===== src/rtl/pipe_pkg.sv =====
// Shared pipeline definitions: payload layouts for each stage boundary.
// Each stage packs its fields into one of these structs and passes the
// packed vector through a pipe_stage_reg of matching width.
package pipe_pkg;

  // EX/MEM boundary: ALU result, store data, destination register, PC+4.
  typedef struct packed {
    logic [31:0] alu_result;
    logic [31:0] write_data;
    logic [4:0]  rd;
    logic [31:0] pc_plus4;
  } ex_mem_t;

  localparam int EX_MEM_W = 101;

  // IF/ID boundary: fetched instruction and its PC values.
  typedef struct packed {
    logic [31:0] instr;
    logic [31:0] pc;
    logic [31:0] pc_plus4;
  } if_id_t;

  localparam int IF_ID_W = $bits(if_id_t);

  // ID/EX boundary: operands, immediate, destination and control bits.
  typedef struct packed {
    logic [31:0] rs1_val;
    logic [31:0] rs2_val;
    logic [31:0] imm;
    logic [4:0]  rd;
    logic [7:0]  ctrl;
    logic [31:0] pc_plus4;
  } id_ex_t;

  localparam int ID_EX_W = $bits(id_ex_t);

  // MEM/WB boundary: value to write back and where.
  typedef struct packed {
    logic [31:0] wb_value;
    logic [4:0]  rd;
    logic        reg_write;
  } mem_wb_t;

  localparam int MEM_WB_W = $bits(mem_wb_t);

endpackage


===== src/rtl/pipe_sat_counter.sv =====
// Saturating up-counter: counts qualifying cycles and sticks at all-ones.
module pipe_sat_counter #(
  parameter int CNT_W = 32
) (
  input  logic             clk,
  input  logic             reset,
  input  logic             inc,
  output logic [CNT_W-1:0] count
);

  localparam logic [CNT_W-1:0] ONE = {{(CNT_W-1){1'b0}}, 1'b1};

  // Increment on each qualifying cycle until the counter is full.
  always_ff @(posedge clk or posedge reset) begin
    if (reset) begin
      count <= '0;
    end else if (inc && (count != {CNT_W{1'b1}})) begin
      count <= count + ONE;
    end
  end

endmodule


===== src/rtl/pipe_stage_reg.sv =====
// Elastic pipeline stage register with a 2-entry skid buffer.
// The main entry drives the outputs; the skid entry absorbs the one payload
// that can arrive after the downstream stalls, so in_ready is a plain flop.
// Optional performance counters (stall_cnt, bubble_cnt) are built when the
// macro PIPE_STAGE_PERF_CNT_EN is defined.
module pipe_stage_reg
  import pipe_pkg::*;
#(
  parameter int DATA_W     = EX_MEM_W,
  parameter int CLEAR_DATA = 1,
  parameter int CNT_W      = 32
) (
  input  logic              clk,
  input  logic              reset,
  input  logic              flush,
  input  logic              in_valid,
  output logic              in_ready,
  input  logic [DATA_W-1:0] in_data,
  output logic              out_valid,
  input  logic              out_ready,
`ifdef PIPE_STAGE_PERF_CNT_EN
  output logic [DATA_W-1:0] out_data,
  output logic [CNT_W-1:0]  stall_cnt,
  output logic [CNT_W-1:0]  bubble_cnt
`else
  output logic [DATA_W-1:0] out_data
`endif
);

  logic              main_v_reg, main_v_next;
  logic              skid_v_reg, skid_v_next;
  logic [DATA_W-1:0] main_d_reg, main_d_next;
  logic [DATA_W-1:0] skid_d_reg, skid_d_next;
  logic              accept;
  logic              drain;

  assign in_ready  = !skid_v_reg;
  assign out_valid = main_v_reg;
  assign out_data  = main_d_reg;

  assign accept = in_valid && !skid_v_reg;
  assign drain  = main_v_reg && out_ready;

  // Next-state rules in priority order: flush, skid refill, pass-through
  // accept, overflow into skid, drain to empty, hold.
  always_comb begin
    main_v_next = main_v_reg;
    skid_v_next = skid_v_reg;
    main_d_next = main_d_reg;
    skid_d_next = skid_d_reg;
    if (flush) begin
      main_v_next = 1'b0;
      skid_v_next = 1'b0;
      if (CLEAR_DATA != 0) begin
        main_d_next = '0;
        skid_d_next = '0;
      end
    end else if (skid_v_reg && out_ready) begin
      // in_ready is low here, so no new payload can collide with the move.
      main_v_next = 1'b1;
      main_d_next = skid_d_reg;
      skid_v_next = 1'b0;
      if (CLEAR_DATA != 0) begin
        skid_d_next = '0;
      end
    end else if (accept && (!main_v_reg || out_ready)) begin
      main_v_next = 1'b1;
      main_d_next = in_data;
    end else if (accept && main_v_reg && !out_ready) begin
      skid_v_next = 1'b1;
      skid_d_next = in_data;
    end else if (drain) begin
      main_v_next = 1'b0;
      if (CLEAR_DATA != 0) begin
        main_d_next = '0;
      end
    end
  end

  // Entry registers; reset drops both entries immediately.
  always_ff @(posedge clk or posedge reset) begin
    if (reset) begin
      main_v_reg <= 1'b0;
      skid_v_reg <= 1'b0;
      main_d_reg <= '0;
      skid_d_reg <= '0;
    end else begin
      main_v_reg <= main_v_next;
      skid_v_reg <= skid_v_next;
      main_d_reg <= main_d_next;
      skid_d_reg <= skid_d_next;
    end
  end

`ifdef PIPE_STAGE_PERF_CNT_EN
  // Counters sample the state before any flush takes effect.
  logic stall_inc;
  logic bubble_inc;

  assign stall_inc  = main_v_reg && !out_ready;
  assign bubble_inc = !main_v_reg;

  pipe_sat_counter #(.CNT_W(CNT_W)) u_stall_cnt (
    .clk   (clk),
    .reset (reset),
    .inc   (stall_inc),
    .count (stall_cnt)
  );

  pipe_sat_counter #(.CNT_W(CNT_W)) u_bubble_cnt (
    .clk   (clk),
    .reset (reset),
    .inc   (bubble_inc),
    .count (bubble_cnt)
  );
`endif

endmodule


===== config.mk =====
export PLATFORM = sky130hd
export DESIGN_NAME = pipe_stage_reg
export DESIGN_NICKNAME = d
export VERILOG_FILES = /design/src/rtl/pipe_pkg.sv /design/src/rtl/pipe_sat_counter.sv /design/src/rtl/pipe_stage_reg.sv
export SDC_FILE = /design/constraint.sdc
export NUM_CORES = 1
export LEC_CHECK = 0
export ABC_AREA = 1
export CAP_MARGIN = 20
export CORE_UTILIZATION = 46
export DETAILED_ROUTE_END_ITERATION = 8
export PLACE_DENSITY_LB_ADDON = 0.1
export REMOVE_ABC_BUFFERS = 1
export SYNTH_ARGS = -nofsm -noshare
export SYNTH_HDL_FRONTEND = slang
export SYNTH_SLANG_ARGS = --single-unit

===== constraint.sdc =====
create_clock -name clk -period 6.89 [get_ports clk]
set_clock_uncertainty 0.15 [all_clocks]
set_input_delay 1.0335 -clock clk [delete_from_list [all_inputs] [get_ports clk]]
set_output_delay 1.0335 -clock clk [all_outputs]
set_load 0.005 [all_outputs]

==> impl_metrics.toml, run 1 <==
[clocking]
clkLatencyLatePin_ns = 0.50
cts_buffer_depth = 3
cts-root-buf = "clkbuf_16"
cts_tree = "yes"
cts_num_sinks = 204
cts-hold-fix-buffers = 0
cts_setup_buffers = 0
clk_pin_slew_ns = 0.06
cts_htree_levels = 1
numCtsBuffers = 23
post_cts_resized = 0

[timing]
setup_tns_ns = 0
final-setup-viol-count = 0
drv_slew = 0
period_needed_ns = 3.69
final_hold_viol_count = 0
rsz0062_at_grt = "false"
fin_crit_sh_pct = 53.5
worstMarginPinSlew_ns = 1.06
clock.fmax_mhz = 271
relSlewSlack_pct = 29.0

[layout]
syn_to_final_growth_pct = 27.3
fin_util_pct = 60.5
finalNetCount = 1483
n_fill_cell = 1846
drive_gt1_share_pct = 4.03
num_antenna_cells = 0

[drt]
drt_iter0_drc = 634
drt_wl_total_um = 27600
wl_per_cell_um = 16.6
drcViolationCount = 0
vias = 9037
drtAntennaViolNets = 0
via_per_inst = 5.44
firstDrtPassIters = 7

[yosys]
synth_ff_type = "dfrtp_1"
syn_area_um2 = 9740
synth_top_family_by_area = "simple AND/OR/NAND/NOR gates"
synth-seq-cells = 204
synth_compound_area_share_pct = 0.116
yosys-top-cells-count = "nand2_1 (507), nand3_1 (404), dfrtp_1 (204)"
seq_area_frac_synth_pct = 52.4
synth_mux_area_share_pct = 0
synth_cell_types = 16
yosysTopAreaCell = "dfrtp_1"
synth-xor-area-share_pct = 0
synth.avg_cell_area_um2 = 7.84
synth_edf_count = 0
syn_inst = 1243
yosys_warnings = 0
synthArstFlopShare_pct = 100
synthTopCellsByArea = "dfrtp_1 (52%), nand3_1 (21%), nand2_1 (20%), buf_2 (3.7%), buf_4 (1.1%)"
synth_simple_gate_area_share_pct = 40.8
synthAdderAreaFrac_pct = 0
synth_top_area_share_pct = 52.4
synthMostInstantiatedCell = "nand2_1"

[hold_path]
whs_path_depth = 2
hold_class = "flip-flop to flip-flop"
hp-start = "skid_d_reg[24]"
hold_end = "skid_d_reg[24]"

[global_route]
grt_pass1_wl_um = 44600
grt_overflow = 0
grt_pass1_vias = 8336
antenna_found_initial = 2
use_met1_pct = 35.7
gr-usage-met3_pct = 5.43
grt_use_met2_pct = 40.2
grt_max_degree = 143
grt_util_all_layers_pct = 25.3
busiest_layer = "met2"

[place]
place_hpwl_um = 14800
numPortBuffers = 208
place.gp.congestion = 0.759

[floorplan]
rows = 52
die_h_um = 148
coreArea_um2 = 20500
die_w_um = 148
io_pins = 209
initial_core_util_pct = 47.5
fp.dieArea_um2 = 21800

[power_and_ir_drop]
ir_drop_v = 0.000133
p_per_area_nw_per_um2 = 229
p_leak_nw = 6.52

[setup_path]
r2r_start = "skid_v_reg"
crit_slowest_cell = "nor2_4"
rrSetupSlack_ns = 4.08
cp_cell_sequence = "clkdlybuf4s50_1 -> clkinv_2 -> nand2_2 -> nor2_4 -> buf_4 -> nand3_1 -> nand2_1"
critPathMaxStageDelay_ns = 0.81
worstPathMaxFanout = 61
crit_required_ns = 7.17
critPathLaunchType = "input pin"
cp_data_arrival_time_ns = 3.97
reg2reg_depth = 6
r2r_end = "out_data[24]"
path_class = "input pin to flip-flop"
crit_path_end_kind = "flip-flop"

[run_status]
outcome = "finished clean"

[job]
drv_cap = 0
-- cell families (layout without fill, tap and decap cells) --
kind of cell	count (synthesis)	after routing
AND/OR/NAND/NOR	918	918
flip-flops	204	204
buffers and inverters	119	266
AO/OA/AOI/OAI	2	2
-- power breakdown --
| part | internal [mW] | switching, mW |
|---|---|---|
| Clock | 0.691 | 0.475 |
| Sequential | 1.25 | 0.0322 |
| Combinational | 0.167 | 0.220 |
-- layout make-up --
type                    count  area, um2  area share (%)
clock buffers              35        661            5.33
multi-input cells         920       4010            32.3
well taps                 270        338            2.72
inverters                   9       50.0           0.404
flip-flops and latches    204       5100            41.2
clock inverters             3       40.0           0.323
repair buffers            219       2200            17.7
-- critical path, delay by kind of cell --
family,cells,cell delay [ns]
simple gates,4,1.32
buf+inv,3,1.52
-- worst max-delay path by stage --
stage | endpoint | from | cells after the start | slack (ns)
floorplan | out_data[0] | reset | 1 | 0.14
global placement | out_data[0] | flush | 7 | 2.77
detailed placement | out_data[86] | flush | 7 | 2.71
CTS | out_data[24] | flush | 7 | 3.18
global route | out_data[89] | flush | 7 | 3.05
finish | out_data[24] | flush | 7 | 3.20
-- metrics by stage --
stage	total power [mW]	instances	setup slack, ns	hold slack [ns]	area, um2
floorplan	1.46	1133	0.139	0.322	9130
detailed placement	1.69	1621	2.71	0.337	11700
global placement	1.69	1620	2.77	0.333	11600
CTS	2.86	1659	3.18	0.353	12400
global route	2.95	1660	3.05	0.367	12400
finish	2.84	1660	3.20	0.351	12400
-- layer usage --
layer / vias to the layer above / wire length, um
li1: 4323 / -
met1: 4353 / 12300
met2: 323 / 12800
met3: 34 / 2120
met4: 4 / 354
met5: - / 27
-- placed cells by master (no fill, tap or decap), types with 4 or more instances in the layout --
master,synthesis,routed
nand2_1,507,506
nand3_1,404,404
clkbuf_16,0,23
clkbuf_1,16,8
dfrtp_1,204,204
clkdlybuf4s50_1,0,208
buf_4,14,9
clkinv_2,0,5
clkbuf_8,0,4
Note: power is estimated with default switching activity, not from simulation.
==> run 2: changes to the inputs <==
--- a/config.mk
+++ b/config.mk
@@ -7,7 +7,7 @@
 export LEC_CHECK = 0
 export ABC_AREA = 1
 export CAP_MARGIN = 20
-export CORE_UTILIZATION = 46
+export CORE_UTILIZATION = 50
 export DETAILED_ROUTE_END_ITERATION = 8
 export PLACE_DENSITY_LB_ADDON = 0.1
 export REMOVE_ABC_BUFFERS = 1
==> constraint.sdc (replaced) <==
create_clock -name clk -period 3.71 [get_ports clk]
set_clock_uncertainty 0.15 [all_clocks]
set_input_delay 0.5565 -clock clk [delete_from_list [all_inputs] [get_ports clk]]
set_output_delay 0.5565 -clock clk [all_outputs]
set_load 0.005 [all_outputs]
==> impl_metrics.toml, run 2 (same netlist as run 1, synthesis figures left out) <==
[run_status]
outcome = "finished clean"

[drt]
dr_wl_met3_um = 2250
drcViolationCount = 0
vias = 9090
wl_per_cell_um = 16.4
via_per_inst = 5.47
firstDrtPassIters = 5
drt_iter0_drc = 716
routed-wl-met2_um = 12300
drtAntennaViolNets = 0
highest_layer = "met4"
wirelength_met1_um = 12200
drt_wl_total_um = 27200

[power_and_ir_drop]
totalPowerFinal_mw = 5.23
ir_drop_v = 0.000292
p_leak_nw = 6.59
p_per_area_nw_per_um2 = 418

[setup_path]
critPathMaxStageDelay_ns = 0.81
critPathLaunchType = "input pin"
r2r_start = "out_valid"
cp_data_arrival_time_ns = 2.73
cp_cell_sequence = "clkdlybuf4s50_1 -> inv_2 -> nand2_4 -> buf_4 -> nand3_1 -> nand2_1 -> nand2_1 -> nand2_1"
reg2reg_depth = 6
crit_slowest_cell = "buf_4"
path_class = "input pin to flip-flop"
worstPathMaxFanout = 75
crit_required_ns = 3.99
r2r_end = "out_data[25]"
path_common_cell = "nand2_1"
crit_path_end_kind = "flip-flop"
rrSetupSlack_ns = 1.48

[floorplan]
io_pins = 209
rows = 50
initial_core_util_pct = 51.6
die_w_um = 142
coreArea_um2 = 18900
fp.dieArea_um2 = 20000
die_h_um = 142

[clocking]
cts_tree = "yes"
numCtsBuffers = 23
cts_setup_buffers = 0
cts-hold-fix-buffers = 0
cts-root-buf = "clkbuf_16"
cts_buffer_depth = 3
cts_num_sinks = 204
cts_htree_levels = 1
post_cts_resized = 0
clkLatencyLatePin_ns = 0.50
clk_pin_slew_ns = 0.06

[hold_path]
hold_class = "flip-flop to flip-flop"
whs_path_depth = 2
hold_end = "out_data[28]"
hp-start = "out_data[28]"

[timing]
final-setup-viol-count = 0
rsz0062_at_grt = "false"
period_needed_ns = 2.45
fin_crit_sh_pct = 66.0
final_hold_viol_count = 0
drv_slew = 0
relSlewSlack_pct = 39.0
worstMarginPinSlew_ns = 0.916
setup_slack_ns = 1.26
clock.fmax_mhz = 408

[layout]
layout_commonest_cell = "nand2_1"
n_fill_cell = 1640
final_cell_mix = "nand2_1 (506), nand3_1 (404), clkdlybuf4s50_1 (208)"
multi_input_area_um2 = 4010
layout.cells.non_filler = 1662
finalNetCount = 1494
drive_gt1_share_pct = 4.78
ff_latch_area_um2 = 5100
num_antenna_cells = 0
syn_to_final_growth_pct = 28.5

[place]
numPortBuffers = 208
place.gp.congestion = 0.779
placed_cells = 1621
place_ws_ns = 0.718
place_hpwl_um = 14900

[global_route]
grt_pass1_vias = 8467
grt_util_all_layers_pct = 27.3
grt_max_degree = 102
grt_overflow = 0
antenna_found_initial = 0
grt_pass1_wl_um = 43900

[job]
drv_cap = 0
[run 2: changes by cell type in the layout (fill, tap and decap cells not counted), sizes merged]
cell    before  now
bufinv       1    0
buf         11   22
clkinv       5    6
clkbuf      35   36
[run 2: how the worst max path moves through the flow]
| stage | slack [ns] | start | to |
|---|---|---|---|
| after floorplan | -2.56 | reset | out_data[0] |
| after global placement | 0.76 | out_ready | skid_d_reg[96] |
| after detailed placement | 0.72 | out_ready | skid_d_reg[5] |
| after CTS | 1.16 | out_ready | skid_d_reg[86] |
| after global routing | 1.11 | out_ready | out_data[70] |
| final | 1.26 | out_ready | out_data[25] |
[run 2: through the flow]
| step | util, % | hold slack [ns] | setup TNS (ns) | area, um2 |
|---|---|---|---|---|
| final | 66.3 | 0.351 | 0 | 12500 |
| after global routing | 66.3 | 0.363 | 0 | 12500 |
| after CTS | 66.0 | 0.353 | 0 | 12500 |
| after detailed placement | 62.4 | 0.338 | 0 | 11800 |
| after global placement | 62.4 | 0.334 | 0 | 11800 |
| after floorplan | - | 0.322 | -785.04 | 9130 |
[run 2: per-layer routing]
layer | global-route usage [%] | vias up
met2 | 41.9 | 379
met5 | 0 | -
met4 | 7.81 | 0
li1 | - | 4342
met3 | 5.03 | 35
met1 | 39.7 | 4334
[run 2: report_power, final]
| group | internal [mW] | switching, mW |
|---|---|---|
| Sequential | 2.32 | 0.0584 |
| Combinational | 0.325 | 0.413 |
| Clock | 1.22 | 0.891 |
| Total | 3.87 | 1.36 |
[run 2: cell type report]
class,count,area share [%]
flip-flops and latches,204,40.8
multi-input cells,920,32.0
repair buffers,230,18.8
clock buffers,36,5.31
well taps,260,2.60
inverters,9,0.400
clock inverters,3,0.120
[run 2: critical path, delay by kind of cell]
kind	cells	cell delay [ns]
buffers and inverters	3	1.43
AND/OR/NAND/NOR	5	0.71
==> run 3: changes to the inputs <==
==> constraint.sdc (replaced) <==
create_clock -name clk -period 2.3 [get_ports clk]
set_clock_uncertainty 0.15 [all_clocks]
set_input_delay 0.345 -clock clk [delete_from_list [all_inputs] [get_ports clk]]
set_output_delay 0.345 -clock clk [all_outputs]
set_load 0.005 [all_outputs]
==> impl_metrics.toml, run 3 (same netlist as run 1, synthesis figures left out) <==
[drt]
drtAntennaViolNets = 0
vias = 9138
wl_per_cell_um = 16.2
drt_wl_total_um = 27000
drcViolationCount = 0
firstDrtPassIters = 7
drt_iter0_drc = 666
via_per_inst = 5.48

[setup_path]
cp_data_arrival_time_ns = 1.55
crit_required_ns = 1.80
cp_cell_sequence = "inv_2 -> clkdlybuf4s50_1"
critical_path_buf_inv_count = 2
critPathLaunchType = "flip-flop"
crit_slowest_cell = "clkdlybuf4s50_1"
cpLargestDelayFamily = "buffers and inverters"
crit_path_end_kind = "primary output"
critPathMaxStageDelay_ns = 0.51
path_class = "flip-flop to primary output"
worstPathMaxFanout = 3

[timing]
fin_crit_sh_pct = 88.8
final_hold_viol_count = 0
rsz0062_at_grt = "false"
drv_slew = 0
final-setup-viol-count = 0
relSlewSlack_pct = 52.3
period_needed_ns = 2.04
clock.fmax_mhz = 490
worstMarginPinSlew_ns = 0.716
hold_slack_ns = 0.133

[layout]
n_fill_cell = 1601
final_cell_mix = "nand2_1 (506), nand3_1 (404), clkdlybuf4s50_1 (208)"
layout.cells.non_filler = 1668
finalNetCount = 1499
syn_to_final_growth_pct = 30.7
layout_commonest_cell = "nand2_1"
num_antenna_cells = 0
drive_gt1_share_pct = 5.40

[power_and_ir_drop]
p_leak_nw = 6.68
p_per_area_nw_per_um2 = 661
p_sw_mw = 2.18
power_frac_comb_pct = 14.8
ir_drop_v = 0.000477
power.internal_mw = 6.24
swShare_pct = 25.9
clkPwrFrac_pct = 39.5
totalPowerFinal_mw = 8.42
seqPwrFrac_pct = 45.6

[global_route]
grt_max_degree = 102
antenna_found_initial = 0
grt_overflow = 0
grt_pass1_vias = 8468
grt_pass1_wl_um = 43900
grt_util_all_layers_pct = 27.1

[clocking]
cts-hold-fix-buffers = 0
cts_num_sinks = 204
numCtsBuffers = 22
post_cts_resized = 0
cts_buffer_depth = 3
cts_tree = "yes"
clk_pin_slew_ns = 0.06
clkLatencyLatePin_ns = 0.49
cts_setup_buffers = 0
cts-root-buf = "clkbuf_16"
cts_htree_levels = 1

[hold_path]
hold_class = "input pin to async pin"

[job]
drv_cap = 0

[place]
place.gp.congestion = 0.788
placed_cells = 1629
numPortBuffers = 208
place_hpwl_um = 15500

[floorplan]
die_h_um = 142
coreArea_um2 = 18900
fp.dieArea_um2 = 20000
io_pins = 209
initial_core_util_pct = 51.6
die_w_um = 142
rows = 50

[run_status]
outcome = "finished clean"
run 3: cell types whose count changed in the layout (fill, tap and decap cells not counted):
cell      change
buf_16        -2
buf_12       +17
clkinv_2      +4
clkbuf_8      -1
buf_4         -9
clkbuf_1      -3
run 3: routing by layer:
metal  track usage, %  vias up  share of wire, %
li1                 -     4363                 -
met1             39.5     4385                44
met2             42.0      361                46
met3             5.06       29               8.5
met4             6.23        0               1.4
met5                0        -                 0
run 3: worst paths after layout:
kind                              start             end  slack [ns]  cells past startpoint
max                          skid_v_reg        in_ready        0.26                      2
min                               reset     out_data[0]        0.13                      2
max reg2reg                  skid_v_reg  skid_d_reg[65]        0.42                      6
min reg2reg                out_data[60]    out_data[60]        0.35                      2
max in group asynchronous         reset    out_data[83]        1.31                      3
min in group clk            in_data[95]  skid_d_reg[95]        0.28                      3
run 3: through the flow:
| stage | area (um2) | setup TNS (ns) | setup WS, ns | utilization [%] |
|---|---|---|---|---|
| 6_report | 12700 | 0 | 0.258 | 67.4 |
| 2_1_floorplan | 9130 | -1272.78 | -3.76 | - |
| 3_3_place_gp | 12100 | 0 | 0.146 | 63.8 |
| 5_1_grt | 12700 | 0 | 0.217 | 67.4 |
| 4_1_cts | 12700 | 0 | 0.246 | 67.4 |
| 3_5_place_dp | 12100 | 0 | 0.103 | 63.8 |
run 3: power by group through the flow:
| stage | registers [mW] | clock network, mW | logic (mW) |
|---|---|---|---|
| floorplan | 3.90 | 0 | 0.488 |
| global placement | 3.90 | 0 | 1.24 |
| detailed placement | 3.90 | 0 | 1.25 |
| CTS | 3.84 | 3.39 | 1.26 |
| global route | 3.86 | 3.54 | 1.37 |
| finish | 3.84 | 3.33 | 1.25 |
run 3: cell type report:
type	instances	area, um2	share of cell area [%]
Inverter	9	50.0	0.393
Sequential cell	204	5100	40.1
Multi-Input combinational cell	920	4010	31.5
Tap cell	260	325	2.56
Timing Repair Buffer	236	2570	20.2
Clock buffer	32	639	5.02
Clock inverter	7	35.0	0.275
